[src/rtl/frwd_sb_if.sv]
// Operand-forwarding bus between decode/EX control and the frwd_sb scoreboard.
interface frwd_sb_if #(
   parameter int unsigned XLEN  = 32,
   parameter int unsigned RA_W  = 5,
   parameter int unsigned NPORT = 2,
   parameter int unsigned DEPTH = 3
);
   logic                     i_advance;
   logic                     i_flush;
   logic                     i_iss_valid;
   logic                     i_iss_we;
   logic                     i_iss_load;
   logic [RA_W-1:0]          i_iss_rd;
   logic [NPORT-1:0]         i_rs_used;
   logic [NPORT*RA_W-1:0]    i_rs_addr;
   logic [NPORT*XLEN-1:0]    i_rs_rdata;
   logic [DEPTH*XLEN-1:0]    i_stg_data;
   logic [NPORT*XLEN-1:0]    o_op;
   logic [NPORT-1:0]         o_fwd_hit;
   logic                     o_stall;
   logic [31:0]              o_stall_cnt;

   modport master (
      output i_advance, i_flush, i_iss_valid, i_iss_we, i_iss_load, i_iss_rd,
             i_rs_used, i_rs_addr, i_rs_rdata, i_stg_data,
      input  o_op, o_fwd_hit, o_stall, o_stall_cnt
   );

   modport slave (
      input  i_advance, i_flush, i_iss_valid, i_iss_we, i_iss_load, i_iss_rd,
             i_rs_used, i_rs_addr, i_rs_rdata, i_stg_data,
      output o_op, o_fwd_hit, o_stall, o_stall_cnt
   );
endinterface

[src/rtl/frwd_sb.sv]
// Forwarding unit with an in-flight destination scoreboard: picks the youngest
// matching producer per read port and raises a load-use stall when its data
// is not yet available.
module frwd_sb #(
   parameter int unsigned XLEN        = 32,
   parameter int unsigned RA_W        = 5,
   parameter int unsigned NPORT       = 2,
   parameter int unsigned DEPTH       = 3,
   parameter int unsigned LOAD_RDY    = 1,
   parameter int unsigned FLUSH_DEPTH = 1,
   // reset value of the stall counter; nonzero only to reach saturation quickly
   parameter logic [31:0] CNT_RST     = 32'h0
) (
   input  logic        i_clk,
   input  logic        i_rst_n,
   frwd_sb_if.slave    sb_if
);

   logic [DEPTH-1:0]      r_vld;
   logic [DEPTH-1:0]      r_we;
   logic [DEPTH-1:0]      r_ld;
   logic [RA_W-1:0]       r_rd [DEPTH];
   logic [31:0]           r_stall_cnt;

   logic [DEPTH-1:0]      w_keep;
   logic [DEPTH-1:0]      w_vld_n;
   logic [DEPTH-1:0]      w_we_n;
   logic [DEPTH-1:0]      w_ld_n;
   logic [RA_W-1:0]       w_rd_n [DEPTH];
   logic                  w_shift;
   logic                  w_ins;

   logic [NPORT*XLEN-1:0] w_op;
   logic [NPORT-1:0]      w_hit;
   logic [NPORT-1:0]      w_found;
   logic                  w_stall_raw;
   logic                  w_stall;

   // Per-port lookup: first match walking from EX (k=0) outward is the youngest.
   always_comb begin
      w_op        = sb_if.i_rs_rdata;
      w_hit       = '0;
      w_found     = '0;
      w_stall_raw = 1'b0;
      for (int unsigned p = 0; p < NPORT; p++) begin
         for (int unsigned k = 0; k < DEPTH; k++) begin
            if (!w_found[p] && sb_if.i_rs_used[p] &&
                (sb_if.i_rs_addr[p*RA_W +: RA_W] != '0) &&
                r_vld[k] && r_we[k] &&
                (r_rd[k] == sb_if.i_rs_addr[p*RA_W +: RA_W])) begin
               w_found[p] = 1'b1;
               if (!r_ld[k] || (k >= LOAD_RDY)) begin
                  w_op[p*XLEN +: XLEN] = sb_if.i_stg_data[k*XLEN +: XLEN];
                  w_hit[p]             = 1'b1;
               end else begin
                  w_stall_raw = 1'b1;
               end
            end
         end
      end
   end

   // A redirect squashes the stalled consumer, so the stall is dropped.
   assign w_stall = w_stall_raw & ~sb_if.i_flush;

   // Next scoreboard contents: flush > freeze > bubble on stall > normal issue.
   always_comb begin
      w_shift = 1'b0;
      w_ins   = 1'b0;
      w_keep  = r_vld;
      if (sb_if.i_flush) begin
         for (int unsigned k = 0; k < DEPTH; k++) begin
            if (k < FLUSH_DEPTH) begin
               w_keep[k] = 1'b0;
            end
         end
         w_shift = sb_if.i_advance;
      end else if (sb_if.i_advance) begin
         w_shift = 1'b1;
         w_ins   = sb_if.i_iss_valid & ~w_stall;
      end
      w_vld_n = w_keep;
      w_we_n  = r_we;
      w_ld_n  = r_ld;
      w_rd_n  = r_rd;
      if (w_shift) begin
         for (int unsigned k = 1; k < DEPTH; k++) begin
            w_vld_n[k] = w_keep[k-1];
            w_we_n[k]  = r_we[k-1];
            w_ld_n[k]  = r_ld[k-1];
            w_rd_n[k]  = r_rd[k-1];
         end
         w_vld_n[0] = w_ins;
         w_we_n[0]  = sb_if.i_iss_we;
         w_ld_n[0]  = sb_if.i_iss_load;
         w_rd_n[0]  = sb_if.i_iss_rd;
      end
   end

   // Scoreboard state register.
   always_ff @(posedge i_clk or negedge i_rst_n) begin
      if (!i_rst_n) begin
         r_vld <= '0;
         r_we  <= '0;
         r_ld  <= '0;
         for (int unsigned k = 0; k < DEPTH; k++) begin
            r_rd[k] <= '0;
         end
      end else begin
         r_vld <= w_vld_n;
         r_we  <= w_we_n;
         r_ld  <= w_ld_n;
         r_rd  <= w_rd_n;
      end
   end

   // Saturating count of cycles the pipeline actually spent stalled.
   always_ff @(posedge i_clk or negedge i_rst_n) begin
      if (!i_rst_n) begin
         r_stall_cnt <= CNT_RST;
      end else if (w_stall && sb_if.i_advance && (r_stall_cnt != 32'hFFFF_FFFF)) begin
         r_stall_cnt <= r_stall_cnt + 32'd1;
      end
   end

   assign sb_if.o_op        = w_op;
   assign sb_if.o_fwd_hit   = w_hit;
   assign sb_if.o_stall     = w_stall;
   assign sb_if.o_stall_cnt = r_stall_cnt;

endmodule

[src/flat_wrapper.sv]
// flat-port wrapper written by rule: the top's interface ports become plain ports
module frwd_sb_flat 
#(
   parameter int unsigned XLEN        = 32,
   parameter int unsigned RA_W        = 5,
   parameter int unsigned NPORT       = 2,
   parameter int unsigned DEPTH       = 3,
   parameter int unsigned LOAD_RDY    = 1,
   parameter int unsigned FLUSH_DEPTH = 1,
                                                                                
   parameter logic [31:0] CNT_RST     = 32'h0
)
  (i_clk, i_rst_n, sb_if_i_advance, sb_if_i_flush, sb_if_i_iss_valid, sb_if_i_iss_we, sb_if_i_iss_load, sb_if_i_iss_rd, sb_if_i_rs_used, sb_if_i_rs_addr, sb_if_i_rs_rdata, sb_if_i_stg_data, sb_if_o_op, sb_if_o_fwd_hit, sb_if_o_stall, sb_if_o_stall_cnt);
  frwd_sb_if #(.XLEN(XLEN), .RA_W(RA_W), .NPORT(NPORT), .DEPTH(DEPTH)) sb_if_i ();
  input  logic i_clk;
  input  logic i_rst_n;
  input wire logic [$bits(sb_if_i.i_advance)-1:0] sb_if_i_advance;
  input wire logic [$bits(sb_if_i.i_flush)-1:0] sb_if_i_flush;
  input wire logic [$bits(sb_if_i.i_iss_valid)-1:0] sb_if_i_iss_valid;
  input wire logic [$bits(sb_if_i.i_iss_we)-1:0] sb_if_i_iss_we;
  input wire logic [$bits(sb_if_i.i_iss_load)-1:0] sb_if_i_iss_load;
  input wire logic [$bits(sb_if_i.i_iss_rd)-1:0] sb_if_i_iss_rd;
  input wire logic [$bits(sb_if_i.i_rs_used)-1:0] sb_if_i_rs_used;
  input wire logic [$bits(sb_if_i.i_rs_addr)-1:0] sb_if_i_rs_addr;
  input wire logic [$bits(sb_if_i.i_rs_rdata)-1:0] sb_if_i_rs_rdata;
  input wire logic [$bits(sb_if_i.i_stg_data)-1:0] sb_if_i_stg_data;
  output wire logic [$bits(sb_if_i.o_op)-1:0] sb_if_o_op;
  output wire logic [$bits(sb_if_i.o_fwd_hit)-1:0] sb_if_o_fwd_hit;
  output wire logic [$bits(sb_if_i.o_stall)-1:0] sb_if_o_stall;
  output wire logic [$bits(sb_if_i.o_stall_cnt)-1:0] sb_if_o_stall_cnt;
  assign sb_if_i.i_advance = sb_if_i_advance;
  assign sb_if_i.i_flush = sb_if_i_flush;
  assign sb_if_i.i_iss_valid = sb_if_i_iss_valid;
  assign sb_if_i.i_iss_we = sb_if_i_iss_we;
  assign sb_if_i.i_iss_load = sb_if_i_iss_load;
  assign sb_if_i.i_iss_rd = sb_if_i_iss_rd;
  assign sb_if_i.i_rs_used = sb_if_i_rs_used;
  assign sb_if_i.i_rs_addr = sb_if_i_rs_addr;
  assign sb_if_i.i_rs_rdata = sb_if_i_rs_rdata;
  assign sb_if_i.i_stg_data = sb_if_i_stg_data;
  assign sb_if_o_op = sb_if_i.o_op;
  assign sb_if_o_fwd_hit = sb_if_i.o_fwd_hit;
  assign sb_if_o_stall = sb_if_i.o_stall;
  assign sb_if_o_stall_cnt = sb_if_i.o_stall_cnt;
  frwd_sb #(.XLEN(XLEN), .RA_W(RA_W), .NPORT(NPORT), .DEPTH(DEPTH), .LOAD_RDY(LOAD_RDY), .FLUSH_DEPTH(FLUSH_DEPTH), .CNT_RST(CNT_RST)) u_core (.i_clk(i_clk), .i_rst_n(i_rst_n), .sb_if(sb_if_i));
endmodule
[config.mk]
export PLATFORM = sky130hd
export DESIGN_NAME = frwd_sb_flat
export DESIGN_NICKNAME = d
export VERILOG_FILES = /design/src/rtl/frwd_sb_if.sv /design/src/rtl/frwd_sb.sv /design/src/flat_wrapper.sv
export SDC_FILE = /design/constraint.sdc
export NUM_CORES = 1
export LEC_CHECK = 0
export CAP_MARGIN = 25
export CORE_UTILIZATION = 42
export CTS_BUF_LIST = sky130_fd_sc_hd__clkbuf_4 sky130_fd_sc_hd__clkbuf_8 sky130_fd_sc_hd__clkbuf_16
export CTS_CLUSTER_SIZE = 16
export DETAILED_ROUTE_END_ITERATION = 10
export GPL_TIMING_DRIVEN = 0
export PLACE_DENSITY = 0.95
export SLEW_MARGIN = 20
export SYNTH_ARGS = -nofsm -noshare
export SYNTH_HDL_FRONTEND = slang
export SYNTH_SLANG_ARGS = --single-unit
[constraint.sdc]
create_clock -name i_clk -period 4.39 [get_ports i_clk]
set_input_delay 0.6585 -clock i_clk [delete_from_list [all_inputs] [get_ports i_clk]]
set_output_delay 0.6585 -clock i_clk [all_outputs]
set_load 0.01 [all_outputs]
==> results by group <==
Run status
  • Outcome: finished, final reports clean

Global route
  • Global-route wire length before repair: 30600 microns
  • Initial antenna violation count: 1
  • Total gr overflow: 0
  • Number of global-route vias before repair: 5457
  • Largest net degree at the start of global routing: 55
  • Gr usage total: 34.2%

Power
  • Sequential group share of total power: 38.0%
  • Switching power total: 0.398 mW
  • Leakage: 3.09 nW
  • Clock Power Share: 31.2%
  • Relative contribution of combinational cells to total power: 30.8%
  • Switching Share: 26.8%
  • Peak supply drop: 0.294 mV
  • Power density over cell area: 183 nW/um^2
  • Internal Pwr Total: 1.09 mW

Route
  • Detailed-routed wire length on met3: 2070 microns
  • Drt initial violations: 472
  • Wire length on met1: 7950 microns
  • Residual DRC count: 0
  • Highest metal layer with signal wires: met4
  • Detailed-routed wire length on met2: 10400 microns
  • Antenna Violating Nets Remaining: 0
  • Average wire length per cell after detail routing: 21.4 microns
  • Per-cell via count in the routed design: 5.78
  • Total Routed Length: 21100 microns
  • Via count: 5715
  • First-pass detailed-route iteration total: 5

Critical path
  • Highest net fanout along the worst path: 10
  • Category of the worst setup path launch point: primary input
  • Crit path required time: 3730 ps
  • Crit path top cell by count: clkdlybuf4s50_1
  • CP Buf/Inv Count: 4
  • Largest incremental delay on the critical path: 620 ps
  • CP endpoint kind: primary output
  • Critical path class: primary input to primary output
  • Cell with the largest stage delay on the worst path: or4_1
  • Crit path DAT: 3690 ps
  • CP cell instances: clkdlybuf4s50_1 > or4_1 > o21ai_4 > nor4_4 > buf_4 > clkbuf_4 > mux2i_1 > and2_1 > o21ai_0 > clkdlybuf4s50_1
  • Cell family contributing the most delay on the critical path: buffers and inverters

Clocking
  • Clock H-tree levels: 2
  • CTS sink count: 54
  • Quantity of hold-fixing buffers added after cts: 0
  • Maximum buffer depth of the clock tree: 2
  • Clock latency at the later pin of the worst-skew pair: 300 ps
  • Reg clk slew, reported paths: 80 ps
  • Clk Tree Root Cell: clkbuf_16
  • Clock tree from TritonCTS: built
  • Number of buffers created by CTS: 5

Synth
  • Avg Synthesized Cell Area: 8.71 sq um
  • Syn Nets: 738
  • Synth area leader: dfrtp_1
  • Mapped Cells: 553
  • Sequential fraction of the synthesis area: 28.0%
  • Top cell type's share of synthesized area: 28.0%
  • Post-Synthesis Cell Area: 4820 sq um
  • Synth cell types: 45
  • Top post-synthesis cells by area: dfrtp_1 28%, mux2i_1 13%, xor2_1 5.8%, a21oi_2 5.5%, xnor2_1 5.3%
  • Number of warnings reported in the yosys synthesis log: 0
  • Synth Register Bits: 54

STA
  • Max-slew headroom: 48.2%
  • Time the final worst path needs with I/O delays and setup: 4350 ps
  • Max-slew violation count: 0
  • Final hold slack: 396 ps
  • Final hold violation count: 0
  • Actual slew at the worst max-slew pin: 770 ps
  • Maximum operating frequency: 230 MHz
  • Setup violations, final: 0
  • Share of the cycle needed by the critical path after routing: 99.0%
  • Clock Skews: 6.37 ps

Final layout
  • Final standard cell area without fillers: 8120 sq um
  • Growth of design area from synthesis to finish: 68.5%
  • Most common library cell in the layout ignoring fill and taps: clkdlybuf4s50_1
  • Most frequent cells in the layout: 272 x clkdlybuf4s50_1, 64 x mux2i_1, 54 x dfrtp_1, 49 x nand2_1, 49 x o21ai_0
  • Nets: 1032
  • Layout cells sized above 1: 12.9%

Floorplan
  • Full die area: 11900 sq um
  • Floorplan row count: 38
  • Die boundary height: 109 microns
  • Number of top-level design ports: 283
  • Area inside the core boundary: 11000 sq um
  • Initial Util: 43.7%
  • Die X: 109 microns

Placed design
  • Number of port buffers: 281
  • HPWL after DPL: 16300 microns
  • Placed Instance Area: 7800 sq um
  • Placer Congestion: 0.959

Job
  • Number of max-capacitance violations reported: 0

Min path
  • Class of the tightest hold or removal check: primary input to asynchronous set/reset pin
## layer usage
layer	global-route usage, %	vias to the layer above
li1	-	2608
met1	42.4	2720
met2	56.7	329
met3	8.67	58
met4	12.9	0
met5	0	-
## area by class of cell
cell class	count	area [sq um]
antenna	1	2.50
buffer	34	203
clock buffer	5	125
clock inverter	3	48.8
fill	823	2910
inverter	5	18.8
multi-input combinational	457	3300
sequential	54	1350
tap	140	175
timing repair buffer	290	2890
## state kept, by name, summed over array words and instances, names as in the netlist
signal and cells:
u_core.r_vld 3, u_core.r_we 3, u_core.sb_if.o_stall_cnt 32, u_core.r_rd 15, u_core.r_ld 1
## kinds of logic after synthesis
kind of cell / synth area share [%]
buffers and inverters: 4.15
AND/OR/NAND/NOR: 20.4
AO/OA/AOI/OAI: 17.8
adder cells (fa/ha/maj): 0.260
multiplexers: 18.2
XOR/XNOR: 11.1
flip-flops: 28.0
## power groups by stage
| stage | sequential, mW | clock, mW | combinational (mW) |
|---|---|---|---|
| floorplan | 0.560 | 0 | 0.156 |
| global route | 0.567 | 0.487 | 0.485 |
| CTS | 0.561 | 0.467 | 0.449 |
| global placement | 0.567 | 0 | 0.435 |
| finish | 0.563 | 0.463 | 0.457 |
| detailed placement | 0.570 | 0 | 0.444 |
## final timing paths
check,start,endpoint,slack [ps],cells after the start
worst min-delay path,i_rst_n,u_core.sb_if.o_stall_cnt[18],400,1
min in group i_clk,u_core.sb_if.o_stall_cnt[25],u_core.sb_if.o_stall_cnt[25],510,1
worst max register to register,u_core.r_rd[12],u_core.sb_if.o_stall_cnt[23],1930,7
worst min register to register,u_core.sb_if.o_stall_cnt[25],u_core.sb_if.o_stall_cnt[25],510,1
max in group asynchronous,i_rst_n,u_core.r_rd[3],3550,1
worst max-delay path,sb_if_i_rs_addr[8],sb_if_o_op[41],40,10
## cell usage after synthesis, drive strengths merged
master  count
o21ai      69
mux2i      64
dfrtp      54
nand2      49
and2       33
a21oi      32
o22ai      32
xor2       32
xnor2      29
clkbuf     24
mux2       21
nand4      17
nor3       17
nor4       15
buf        13
nand3      10
nor2        8
inv         5
and3        4
nor3b       4
nand3b      3
and4        2
nand2b      2
or2         2
or4         2
or4b        2
a31oi       1
and3b       1
ha          1
nor2b       1
nor4b       1
o2111a      1
o211ai      1
or3         1
## worst register-to-register path, stage by stage (launching register included)
cell,delay [ps]
dfrtp_1,460
xnor2_2,240
nand2_1,130
nor4_2,530
o211ai_1,210
buf_2,230
nor4_1,370
xor2_1,200
## metrics by stage
stage | instances | util (%) | total power [mW] | TNS (ps) | setup slack [ps]
after global placement | 974 | 70.8 | 1.00 | -1020 | -185
final | 989 | 73.6 | 1.48 | 0 | 42.0
after global routing | 989 | 73.6 | 1.54 | -92.8 | -31.0
after floorplan | 553 | - | 0.716 | 0 | 1380
after CTS | 987 | 72.9 | 1.48 | 0 | 3.92
after detailed placement | 974 | 70.7 | 1.01 | -3230 | -265
## timing repair
action                     4_1_cts  5_1_grt
hold endpoints to repair         0        0
gates resized for setup         17       27
setup buffers                    6        3
pin swaps                        2        5
setup endpoints to repair       63       48
(Power assumes the default switching activity.)
==> variant (same flow settings) <==
`DEPTH` is set to 3 in 3 places; all go to 5.
--- a/src/rtl/frwd_sb_if.sv
+++ b/src/rtl/frwd_sb_if.sv
@@ -3,7 +3,7 @@
    parameter int unsigned XLEN  = 32,
    parameter int unsigned RA_W  = 5,
    parameter int unsigned NPORT = 2,
-   parameter int unsigned DEPTH = 3
+   parameter int unsigned DEPTH = 5
 );
    logic                     i_advance;
    logic                     i_flush;
--- a/src/rtl/frwd_sb.sv
+++ b/src/rtl/frwd_sb.sv
@@ -5,7 +5,7 @@
    parameter int unsigned XLEN        = 32,
    parameter int unsigned RA_W        = 5,
    parameter int unsigned NPORT       = 2,
-   parameter int unsigned DEPTH       = 3,
+   parameter int unsigned DEPTH       = 5,
    parameter int unsigned LOAD_RDY    = 1,
    parameter int unsigned FLUSH_DEPTH = 1,
    // reset value of the stall counter; nonzero only to reach saturation quickly
--- a/src/flat_wrapper.sv
+++ b/src/flat_wrapper.sv
@@ -4,7 +4,7 @@
    parameter int unsigned XLEN        = 32,
    parameter int unsigned RA_W        = 5,
    parameter int unsigned NPORT       = 2,
-   parameter int unsigned DEPTH       = 3,
+   parameter int unsigned DEPTH       = 5,
    parameter int unsigned LOAD_RDY    = 1,
    parameter int unsigned FLUSH_DEPTH = 1,
                                                                                 
Ports: changed (resized sb_if_i_stg_data); port bits go from 283 to 347. No check against the original RTL was run, so the function may have changed too.
==> variant against the unedited design <==
- synthesized cell count increased by 68%
- non-clock buffer count increased by 106
- via count rose by 75%
- design area is 44% higher
- sequential cell count grew 14
- utilization is 7.1 points lower
- power increased by 57%
- count of clock-buffer cells in the layout rose by 4
- die area grew 57%
- setup slack got worse by 38 ps
- wire length is 93% higher
- synthesized area up 59%
- critical endpoint is now sb_if_o_op[15]
- largest cell class unchanged
==> variant: results (changes against the unedited design) <==
[drt]
vias = 10019  ; was 5,715
drt-total-wl_mm = 40.8  ; was 21.1 mm
dr.pass1.iters = 7  ; was 5
drt_iter0_markers = 1528  ; was 472

[cts]
path_clk_slew_ps = 60  ; was 80 ps
clkLatencyLatePin_ps = 340  ; was 300 ps
root_buffer = clkbuf_16  ; unchanged
cts_buffer_depth = 2  ; unchanged
cts_htree_levels = 3  ; was 2
numCtsBuffers = 9  ; was 5

[placed_design]
numPortBuffers = 336  ; was 281
gp_congestion = 1.01  ; was 0.959
dp_hpwl_mm = 31.1  ; was 16.3 mm

[global_route]
antenna_found_initial = 8  ; was 1
grt_start_max_net_pins = 45  ; was 55
grt_pass1_wl_mm = 59.2  ; was 30.6 mm
grt_usage_pct = 42.8  ; was 34.2%
grt_pass1_vias = 9597  ; was 5,457

[critical_path]
regToRegStartpoint = u_core.r_rd[21]  ; was u_core.r_rd[12]
crit_family = buffers and inverters  ; unchanged
critPathArrivalTime_ps = 3730  ; was 3690 ps
cpMaxStageDelayCell = clkdlybuf4s50_1  ; was or4_1
path_max_fanout = 10  ; unchanged
crit_start = sb_if_i_rs_addr[0]  ; was sb_if_i_rs_addr[8]

[synthesis]
yosysSeqAreaShare_pct = 22.3  ; was 28.0%
async_flop_share_pct = 100  ; unchanged
yosys-top-cells-count = mux2i_1, o21ai_0, a211oi_1, dfrtp_1, a21oi_1  ; was mux2i_1, dfrtp_1, nand2_1, o21ai_0, and2_1
synth_fp_nets = 1176  ; was 738
synthTopCellsByArea = dfrtp_1, mux2i_1, a211oi_1  ; was dfrtp_1, mux2i_1, xor2_1
ys_types = 60  ; was 45
yosys_warnings = 0  ; unchanged
ys.flop_type = dfrtp_1  ; unchanged

[hold_path]
min_path_type = in2async  ; unchanged

[status]
status = finished, final reports clean  ; unchanged

[cells_and_area]
drive_gt1_share_pct = 9.69  ; was 12.9%
largest_reg_flops = 32  ; unchanged
fin_nets = 1525  ; was 1,032
fillerInstances = 1427  ; was 823

[power_and_ir_drop]
ir_drop_v = 0.000332  ; was 0.000294 V
leakagePower_nw = 4.42  ; was 3.09 nW

[timing]
maxSlewHeadroom_pct = 52.5  ; was 48.2%
fin_skew_ps = 5.82  ; was 6.37 ps

[die]
core_um2 = 17500  ; was 11,000 um2

-- variant: changes by cell type after synthesis, sizes merged, moves of 26 or more --
| cell | change |
|---|---|
| a211oi | +69 |
| o21ai | +35 |
| buf | +34 |
| a21oi | +31 |
| o22ai | -31 |
| o22a | +30 |
| and2 | -26 |
| nor2 | +26 |
-- variant: layout make-up --
| class | instances | area (um2) | share of cell area (%) |
|---|---|---|---|
| Multi-Input combinational cell | 764 | 5450 | 46.8 |
| Timing Repair Buffer | 338 | 3390 | 29.1 |
| Sequential cell | 68 | 1700 | 14.6 |
| Buffer | 92 | 489 | 4.20 |
| Tap cell | 225 | 282 | 2.42 |
| Clock buffer | 9 | 225 | 1.93 |
| Clock inverter | 6 | 90.1 | 0.773 |
| Antenna cell | 6 | 15.0 | 0.129 |
| Inverter | 3 | 11.3 | 0.0966 |
-- variant: path summary, 6_finish.rpt --
path | endpoint | slack (ps) | cells after the start
hold / removal | u_core.sb_if.o_stall_cnt[13] | 220 | 1
max in group asynchronous | u_core.r_rd[13] | 3640 | 2
setup reg to reg | u_core.sb_if.o_stall_cnt[7] | 1970 | 7
setup / recovery | sb_if_o_op[15] | 4 | 10
min in group i_clk | u_core.sb_if.o_stall_cnt[31] | 500 | 1
hold reg to reg | u_core.sb_if.o_stall_cnt[31] | 500 | 1
-- variant: cell families after synthesis --
family,share of synthesized area [%]
AO/OA/AOI/OAI,30.4
buffers and inverters,6.47
flip-flops,22.3
multiplexers,15.7
AND/OR/NAND/NOR,15.7
adder cells (fa/ha/maj),0.164
XOR/XNOR,9.27
-- variant: per-layer routing --
layer / track usage, % / routed length, um
met5: 0 / 19
met4: 22.5 / 2680
met3: 15.1 / 5790
met2: 66.2 / 18300
met1: 52.1 / 14000
-- variant: repair_timing --
action | CTS | global route
hold buffers | 0 | 0
pin swaps | 1 | 1
endpoints found under the setup margin | 1 | 41
buffers inserted | 0 | 1
resized for setup | 0 | 11
-- variant: per-stage QoR --
| step | hold WS, ps | std cells | setup WS (ps) | power (mW) | area [um2] |
|---|---|---|---|---|---|
| after global routing | 237 | 1508 | -38.4 | 2.40 | 11600 |
| after detailed placement | 490 | 1489 | 5.93 | 1.54 | 11300 |
| final | 215 | 1511 | 3.79 | 2.33 | 11700 |
| after floorplan | 363 | 927 | 1310 | 1.09 | 7640 |
| after global placement | 483 | 1488 | 45.3 | 1.51 | 11300 |
| after CTS | 224 | 1504 | 2.92 | 2.31 | 11600 |
-- variant: report_power, final --
part / total, mW / switching (mW) / internal [mW]
clock network: 0.762 / 0.268 / 0.494
logic: 0.798 / 0.356 / 0.443
registers: 0.773 / 0.0874 / 0.686
